**src/rtl/pulse_to_level_pkg.sv**
```systemverilog
// Shared types and defaults for the pulse_to_level stretcher.
// Imported by the FSM top and by the down_counter sub-module.
package pulse_to_level_pkg;

    localparam int WIDTH_DEFAULT = 8;

    typedef enum logic [1:0] {
        IDLE = 2'd0,
        HOLD = 2'd1,
        DONE = 2'd2
    } state_t;

endpackage : pulse_to_level_pkg

```
**src/rtl/pulse_to_level_down_counter.sv**
```systemverilog
// Loadable down-counter that saturates at 1, so a hold never wraps.
// Clears to zero on synchronous active-low reset.
module down_counter
    import pulse_to_level_pkg::*;
#(
    parameter int WIDTH = WIDTH_DEFAULT
) (
    input  logic             clock,
    input  logic             reset,
    input  logic             load,
    input  logic [WIDTH-1:0] load_value,
    input  logic             dec,
    output logic [WIDTH-1:0] value,
    output logic             is_one
);

    logic [WIDTH-1:0] count_q;
    logic [WIDTH-1:0] count_d;

    // NOTE: count_d gets its default first so no path through this block can infer a latch.
    always_comb begin
        count_d = count_q;
        if (load) begin
            count_d = load_value;
        end else if (dec && (count_q > WIDTH'(1))) begin
            count_d = count_q - WIDTH'(1);
        end
    end

    // NOTE: state flops use non-blocking assignments; the reset is sampled on the clock edge.
    always_ff @(posedge clock) begin
        if (!reset) begin
            count_q <= '0;
        end else begin
            count_q <= count_d;
        end
    end

    assign value  = count_q;
    assign is_one = (count_q == WIDTH'(1));

endmodule : down_counter

```
**src/rtl/pulse_to_level.sv**
```systemverilog
// Stretches a trigger pulse into a registered level lasting max(len,1) cycles.
// Define PULSE_TO_LEVEL_RETRIGGER_EN to let a trigger during a hold reload it.
module pulse_to_level
    import pulse_to_level_pkg::*;
#(
    parameter int WIDTH = WIDTH_DEFAULT
) (
    input  logic             clock,
    input  logic             reset,
    input  logic             pulse,
    input  logic [WIDTH-1:0] len,
    output logic             level,
    output logic             done,
    output logic             overrun
);

    state_t state_q;
    state_t state_d;

    logic level_q;
    logic level_d;
    logic done_q;
    logic done_d;
    logic overrun_q;
    logic overrun_d;

    logic             cnt_load;
    logic             cnt_dec;
    logic             cnt_is_one;
    logic [WIDTH-1:0] cnt_value;
    logic [WIDTH-1:0] hold_len;

    // A zero length still produces a one-cycle level.
    assign hold_len = (len == '0) ? WIDTH'(1) : len;

    down_counter #(
        .WIDTH (WIDTH)
    ) u_counter (
        .clock      (clock),
        .reset      (reset),
        .load       (cnt_load),
        .load_value (hold_len),
        .dec        (cnt_dec),
        .value      (cnt_value),
        .is_one     (cnt_is_one)
    );

    always_comb begin
        state_d  = state_q;
        cnt_load = 1'b0;
        cnt_dec  = 1'b0;

        unique case (state_q)
            IDLE: begin
                if (pulse) begin
                    state_d  = HOLD;
                    cnt_load = 1'b1;
                end
            end
            HOLD: begin
`ifdef PULSE_TO_LEVEL_RETRIGGER_EN
                if (pulse) begin
                    cnt_load = 1'b1;
                end else if (cnt_is_one || (cnt_value == '0)) begin
                    state_d = DONE;
                end else begin
                    cnt_dec = 1'b1;
                end
`else
                // Exiting on a zero count too keeps a corrupted counter from hanging the hold.
                if (cnt_is_one || (cnt_value == '0)) begin
                    state_d = DONE;
                end else begin
                    cnt_dec = 1'b1;
                end
`endif
            end
            DONE: begin
                if (pulse) begin
                    state_d  = HOLD;
                    cnt_load = 1'b1;
                end else begin
                    state_d = IDLE;
                end
            end
            default: begin
                state_d = IDLE;
            end
        endcase

        // Outputs are decoded from the next state so they come straight out of flops.
        level_d   = (state_d == HOLD);
        done_d    = (state_d == DONE);
        overrun_d = (state_q == HOLD) && pulse;
    end

    always_ff @(posedge clock) begin
        if (!reset) begin
            state_q   <= IDLE;
            level_q   <= 1'b0;
            done_q    <= 1'b0;
            overrun_q <= 1'b0;
        end else begin
            state_q   <= state_d;
            level_q   <= level_d;
            done_q    <= done_d;
            overrun_q <= overrun_d;
        end
    end

    assign level   = level_q;
    assign done    = done_q;
    assign overrun = overrun_q;

endmodule : pulse_to_level

```
**config.mk**
```make
export PLATFORM = sky130hd
export DESIGN_NAME = pulse_to_level
export DESIGN_NICKNAME = d
export VERILOG_FILES = /design/src/rtl/pulse_to_level_pkg.sv /design/src/rtl/pulse_to_level_down_counter.sv /design/src/rtl/pulse_to_level.sv
export SDC_FILE = /design/constraint.sdc
export NUM_CORES = 1
export LEC_CHECK = 0
export ABC_AREA = 1
export CORE_ASPECT_RATIO = 1.4
export CORE_MARGIN = 3
export CORE_UTILIZATION = 30
export DETAILED_ROUTE_END_ITERATION = 16
export GPL_TIMING_DRIVEN = 1
export PLACE_DENSITY = 0.58
export SETUP_SLACK_MARGIN = 0.2
export SLEW_MARGIN = 20
export SYNTH_ARGS = -nofsm -noshare
export SYNTH_HDL_FRONTEND = slang
export SYNTH_SLANG_ARGS = --single-unit
```
**constraint.sdc**
```tcl
create_clock -name clock -period 1.7 [get_ports clock]
set_input_delay 0.255 -clock clock [delete_from_list [all_inputs] [get_ports clock]]
set_output_delay 0.255 -clock clock [all_outputs]
set_load 0.02 [all_outputs]
```
* Yosys cells after proc, flatten, opt, wreduce, memory -nomap -nowiden
Index checks and enable logic that the tools add are counted.
** Operators by class
- Add/sub/neg operators :: 1
- Magnitude comparators :: 1
- Equal/unequal tests :: 5
- Muxes and demuxes :: 11
- Reduce and logical (&&, ||, !) cells :: 8
** Operators with widths (number)
- $mux 8 :: 3
- $logic_not 8->1 :: 2
- $eq 8x1->1 const B :: 1
- $gt 8x1->1 const B :: 1
- $sub 8x1->8 const B :: 1
- $pmux 2 s3 :: 1
- $mux 1 :: 5
- $eq 2x1->1 const B :: 2
- $eq 2x2->1 const B :: 2
- $mux 2 :: 2
- $logic_and 1x1->1 :: 2
- $logic_not 2->1 :: 1
- $reduce_bool 2->1 :: 1
- $reduce_or 2->1 :: 1
- $logic_or 1x1->1 :: 1
** Word-level totals
- Register bits :: 13
- Input bits :: 11
- Output and inout port bits :: 3

* Logic depth before layout (Yosys ltp)
- Word-level depth :: 7
- Depth in mapped cells :: 11

* By module
From an unflattened synthesis, not the netlist that was laid out.
** Unflattened totals
- Cells, all modules :: 138
- Area total of the unflattened synthesis :: 880.8 um^2
** By module, submodules not included
- down_counter :: instances 1, cells each 91, area each 584.3 um^2, seq. area each 160.2 um^2
- pulse_to_level :: instances 1, cells each 47, area each 296.5 um^2, seq. area each 100.1 um^2

* Least setup slack after synthesis
Ideal clock, no wire load.
- Path type :: register -> register
- From :: register u_counter.count_q[0] (netlist: u_counter.value[0])
- To :: register u_counter.count_q[7] (netlist: u_counter.value[7])
- Setup time :: 56 ps
- Arrival :: 1308 ps
- Required time :: 1644 ps
- Slack :: 337 ps
- Cell stages (with the launch flop) :: 12
- Buffers on the path :: 0
- Clock period less this slack :: 1363 ps
- Cells stage by stage :: dfxtp_1 inv_1 ha_1 inv_1 nand2_1 nand2_1 nor2_4 nor2_4 nand3_1 nand3_1 nand2_1 inv_1
** Between the ends
- Word-level cells in the longest chain between the ends :: 6
** RTL lines
- from (decl) :: RTL line pulse_to_level_down_counter.sv:17 : logic [WIDTH-1:0] count_q;
- from (signal assigned) :: RTL line pulse_to_level_down_counter.sv:35 : count_q <= count_d;
- parallel branches: the longest is 6 deep, another holds $sub 8x1->8
Several ways; the timed one is not identified. The select of a mux whose other input is x is not followed.
A chain may end at the register's enable or synchronous reset.

* Worst setup path after layout
- From :: register done_q (netlist: done)
- To :: output port done
** RTL lines
- from (decl) :: RTL line pulse_to_level.sv:22 : logic done_q;
- from (signal assigned) :: RTL line pulse_to_level.sv:106 : done_q <= done_d;
- to (decl) :: RTL line pulse_to_level.sv:13 : output logic done,
No word-level cell between the ends.

==> run_summary.xml <==
<?xml version="1.0" encoding="UTF-8"?>
<metrics>
  <group name="run_status">
    <metric name="run_status" unit="">completed</metric>
  </group>
  <group name="cells_and_area">
    <metric name="insertedDiodeCount" unit="">0</metric>
    <metric name="finish.instance_area" unit="um^2">1110</metric>
    <metric name="multi_input_comb_area" unit="um^2">500</metric>
    <metric name="drive_above_1_share" unit="%">22.0</metric>
    <metric name="regArea" unit="um^2">265</metric>
    <metric name="net_count_of_the_finished_layout" unit="">164</metric>
    <metric name="number_of_fill_cells" unit="">299</metric>
    <metric name="post_synthesis_to_final_layout_area_growth" unit="%">32.9</metric>
  </group>
  <group name="logic_synthesis">
    <metric name="synth_area_per_cell" unit="um^2">6.43</metric>
    <metric name="syn-instance-count" unit="">130</metric>
    <metric name="syn-num-nets" unit="">143</metric>
    <metric name="synth_top_cells_by_area" unit="">sky130_fd_sc_hd__dfxtp_1, sky130_fd_sc_hd__nand2_1, sky130_fd_sc_hd__inv_1</metric>
    <metric name="sequential_to_total_area_share_from_yosys_stat" unit="%">31.1</metric>
    <metric name="synthDistinctLibCells" unit="">19</metric>
    <metric name="synth_largest_area_cell" unit="">sky130_fd_sc_hd__dfxtp_1</metric>
    <metric name="synthDominantCellAreaShare" unit="%">31.1</metric>
    <metric name="ys_ff_latch" unit="">13</metric>
    <metric name="synth_warnings" unit="">0</metric>
    <metric name="mappedNetlistArea" unit="um^2">836</metric>
  </group>
  <group name="global_route">
    <metric name="grt_max_degree" unit="">12</metric>
    <metric name="globalRouteTotalUtil" unit="%">12.4</metric>
    <metric name="first_global_vias" unit="">760</metric>
    <metric name="global_route.overflow_total" unit="">0</metric>
    <metric name="number_of_antenna_violations_at_the_first_check_in_global_routing" unit="">0</metric>
    <metric name="grt_pass1_wl" unit="um">3190</metric>
  </group>
  <group name="power">
    <metric name="power-per-cell-area" unit="nW/um^2">1000</metric>
    <metric name="total_leakage_power" unit="nW">0.515</metric>
    <metric name="vdd.ir_drop.worst" unit="V">0.000409</metric>
  </group>
  <group name="sta">
    <metric name="final_period_minus_worst_setup_slack" unit="ns">1.43</metric>
    <metric name="fmaxAchievable" unit="GHz">0.699</metric>
    <metric name="worstMarginPinSlew" unit="ns">0.313</metric>
    <metric name="finalHoldWorstSlack" unit="ns">0.495</metric>
    <metric name="slew_headroom" unit="%">79.1</metric>
    <metric name="setup-tns-final" unit="ns">0</metric>
    <metric name="period_share" unit="%">84.2</metric>
    <metric name="unrepaired_setup_endpoints_after_global_routing" unit="">no</metric>
    <metric name="finalHoldViolations" unit="">0</metric>
    <metric name="fin_worst_skew" unit="ns">0.00412</metric>
    <metric name="report.final.setup_viol" unit="">0</metric>
    <metric name="final_critical_path_setup_slack" unit="ns">0.269</metric>
    <metric name="report.final.slew_viol_count" unit="">0</metric>
  </group>
  <group name="setup_path">
    <metric name="r2r_cells" unit="">12</metric>
    <metric name="critical_path_required" unit="ns">1.44</metric>
    <metric name="critical_path.top_delay_family" unit="">buffers and inverters</metric>
    <metric name="critPathBufInv" unit="">1</metric>
    <metric name="path_depth" unit="">1</metric>
    <metric name="critical_path.cell_chain" unit="">clkdlybuf4s50_1</metric>
    <metric name="critical_path.slowest_cell" unit="">sky130_fd_sc_hd__clkdlybuf4s50_1</metric>
    <metric name="cp_data_arrival_time" unit="ns">1.18</metric>
    <metric name="worst_setup_path_start_kind" unit="">register</metric>
    <metric name="setup.worst_path.end_class" unit="">output pin</metric>
    <metric name="critPathKind" unit="">register to output pin</metric>
    <metric name="max_stage_delay_on_crit_path" unit="ns">0.59</metric>
    <metric name="crit_path_max_fanout" unit="">1</metric>
  </group>
  <group name="placement">
    <metric name="routabilityCongestion" unit="">0.907</metric>
    <metric name="placement.cell_area" unit="um^2">1010</metric>
    <metric name="placement.setup.worst_slack" unit="ns">0.140</metric>
    <metric name="dp_hpwl" unit="um">1560</metric>
    <metric name="placement.io_buffers" unit="">13</metric>
  </group>
  <group name="clock_network">
    <metric name="clk_pin_slew_worst_paths" unit="ns">0.08</metric>
    <metric name="clock_latency" unit="ns">0.27</metric>
    <metric name="cts_hold_buf" unit="">0</metric>
    <metric name="clockRootBuffer" unit="">sky130_fd_sc_hd__clkbuf_4</metric>
    <metric name="cts_tree" unit="">built</metric>
    <metric name="cts_max_level" unit="">1</metric>
    <metric name="cts-root-to-sink-buffers" unit="">2</metric>
    <metric name="num_cts_buffers" unit="">3</metric>
    <metric name="clkSinkCount" unit="">13</metric>
  </group>
  <group name="run">
    <metric name="max_cap_violations" unit="">0</metric>
  </group>
  <group name="floorplan">
    <metric name="die_height" unit="um">68.5</metric>
    <metric name="fp.dieArea" unit="um^2">3460</metric>
    <metric name="core_area" unit="um^2">2640</metric>
    <metric name="row_count" unit="">22</metric>
    <metric name="floorplan.io_pins" unit="">14</metric>
    <metric name="chipWidth" unit="um">50.6</metric>
    <metric name="initial_core_util" unit="%">31.6</metric>
  </group>
  <group name="routing">
    <metric name="wire_per_inst" unit="um">10.2</metric>
    <metric name="totalWireLength" unit="um">1890</metric>
    <metric name="drt_iter0_drc" unit="">9</metric>
    <metric name="drtAntennaViolNets" unit="">0</metric>
    <metric name="drc" unit="">0</metric>
    <metric name="total_via_count_after_detailed_routing" unit="">813</metric>
    <metric name="post_drt_via_cell_ratio" unit="">4.37</metric>
    <metric name="drt_pre_antenna_iters" unit="">4</metric>
  </group>
  <group name="min_path">
    <metric name="hold_path_class" unit="">register to register</metric>
    <metric name="hold_path_depth" unit="">2</metric>
  </group>
</metrics>
cells in the final DEF (no fill, tap or decap):
cell / instances
sky130_fd_sc_hd__nand2_1: 29
sky130_fd_sc_hd__inv_1: 18
sky130_fd_sc_hd__nor2_1: 15
sky130_fd_sc_hd__nand3_1: 15
sky130_fd_sc_hd__clkdlybuf4s50_1: 13
sky130_fd_sc_hd__dfxtp_1: 11
sky130_fd_sc_hd__inv_2: 5
sky130_fd_sc_hd__nand2_2: 5
sky130_fd_sc_hd__nor2_4: 4
sky130_fd_sc_hd__nor3_1: 4
sky130_fd_sc_hd__o21ai_0: 4
sky130_fd_sc_hd__buf_4: 4
sky130_fd_sc_hd__nor2_2: 3
sky130_fd_sc_hd__o21ai_1: 3
sky130_fd_sc_hd__clkbuf_4: 3
sky130_fd_sc_hd__nand4_1: 2
sky130_fd_sc_hd__a21oi_1: 2
sky130_fd_sc_hd__ha_4: 2
sky130_fd_sc_hd__inv_4: 1
sky130_fd_sc_hd__nor2_8: 1
sky130_fd_sc_hd__xnor2_1: 1
sky130_fd_sc_hd__a21oi_2: 1
sky130_fd_sc_hd__clkinv_2: 1
sky130_fd_sc_hd__buf_12: 1
sky130_fd_sc_hd__dfxtp_4: 1
sky130_fd_sc_hd__dfxtp_2: 1
Yosys cell counts (all sizes together):
| library cell | n |
|---|---|
| o21ai | 7 |
| dfxtp | 13 |
| nor2 | 23 |
| xnor2 | 1 |
| inv | 24 |
| buf | 2 |
| a21oi | 3 |
| nor3 | 4 |
| nand4 | 2 |
| nand2 | 34 |
| nand3 | 15 |
| ha | 2 |
power breakdown:
group	leakage [nW]	internal, W	switching, W
combinational	0.390	0.000227	0.000294
sequential	0.108	0.000350	0.0000536
clock	0.0177	0.0000871	0.000104
total	0.515	0.000664	0.000452
registers in the layout, summed over array words and instances (netlist names):
name / cells
u_counter.value: 8
state_q: 2
done: 1
level: 1
overrun: 1
final timing paths:
kind / startpoint / to / slack (ns)
worst max-delay path: done / done / 0.27
worst min-delay path: u_counter.value[1] / u_counter.value[1] / 0.49
worst min register to register: u_counter.value[1] / u_counter.value[1] / 0.49
worst max register to register: u_counter.value[0] / u_counter.value[4] / 0.29
per-layer routing:
metal  wire [um]  vias up  GRT usage (%)
li1            -      442              -
met1         781      359           12.5
met2        1050       10           23.9
met3          29        2           1.31
met4          34        0           8.08
met5           0        -              0
cells by family after synthesis:
group / Yosys count / synth area share (%)
compound gates: 10 / 5.99
fa+ha+maj: 2 / 2.99
simple gates: 78 / 45.8
xor+xnor: 1 / 1.05
flops: 13 / 31.1
buf+inv: 26 / 13.0
layout make-up:
| class | count | share of cell area (%) |
|---|---|---|
| clock inverters | 1 | 0.450 |
| inverters | 24 | 8.33 |
| well taps | 36 | 4.05 |
| multi-input cells | 91 | 45.0 |
| flip-flops and latches | 13 | 23.9 |
| clock buffers | 3 | 2.03 |
| repair buffers | 18 | 16.2 |
worst register-to-register path, stage by stage (launching register included):
cell                      delay, ns
sky130_fd_sc_hd__dfxtp_4       0.37
sky130_fd_sc_hd__inv_4         0.07
sky130_fd_sc_hd__ha_4          0.13
sky130_fd_sc_hd__inv_1         0.04
sky130_fd_sc_hd__nand2_1       0.06
sky130_fd_sc_hd__nand2_2       0.06
sky130_fd_sc_hd__nor2_4        0.12
sky130_fd_sc_hd__nor2_4        0.05
sky130_fd_sc_hd__buf_12        0.13
sky130_fd_sc_hd__nor2_8        0.11
sky130_fd_sc_hd__nor2_2        0.06
sky130_fd_sc_hd__nand2_1       0.07
sky130_fd_sc_hd__nand2_1       0.04
through the flow:
step                util [%]  total power [W]  cells
finish                  42.0          0.00112    186
global route            42.0          0.00122    186
CTS                     39.6          0.00107    184
detailed placement      38.4         0.000872    180
global placement        38.4         0.000869    180
floorplan                  -         0.000756    130
repair_timing:
action / in CTS / in global routing
setup endpoints to repair: 1 / 8
hold endpoints to repair: 0 / 0
resized for setup: 2 / 11
pin swaps: 1 / 5
buffers inserted: 0 / 2
Note: power is estimated with default switching activity, not from simulation.
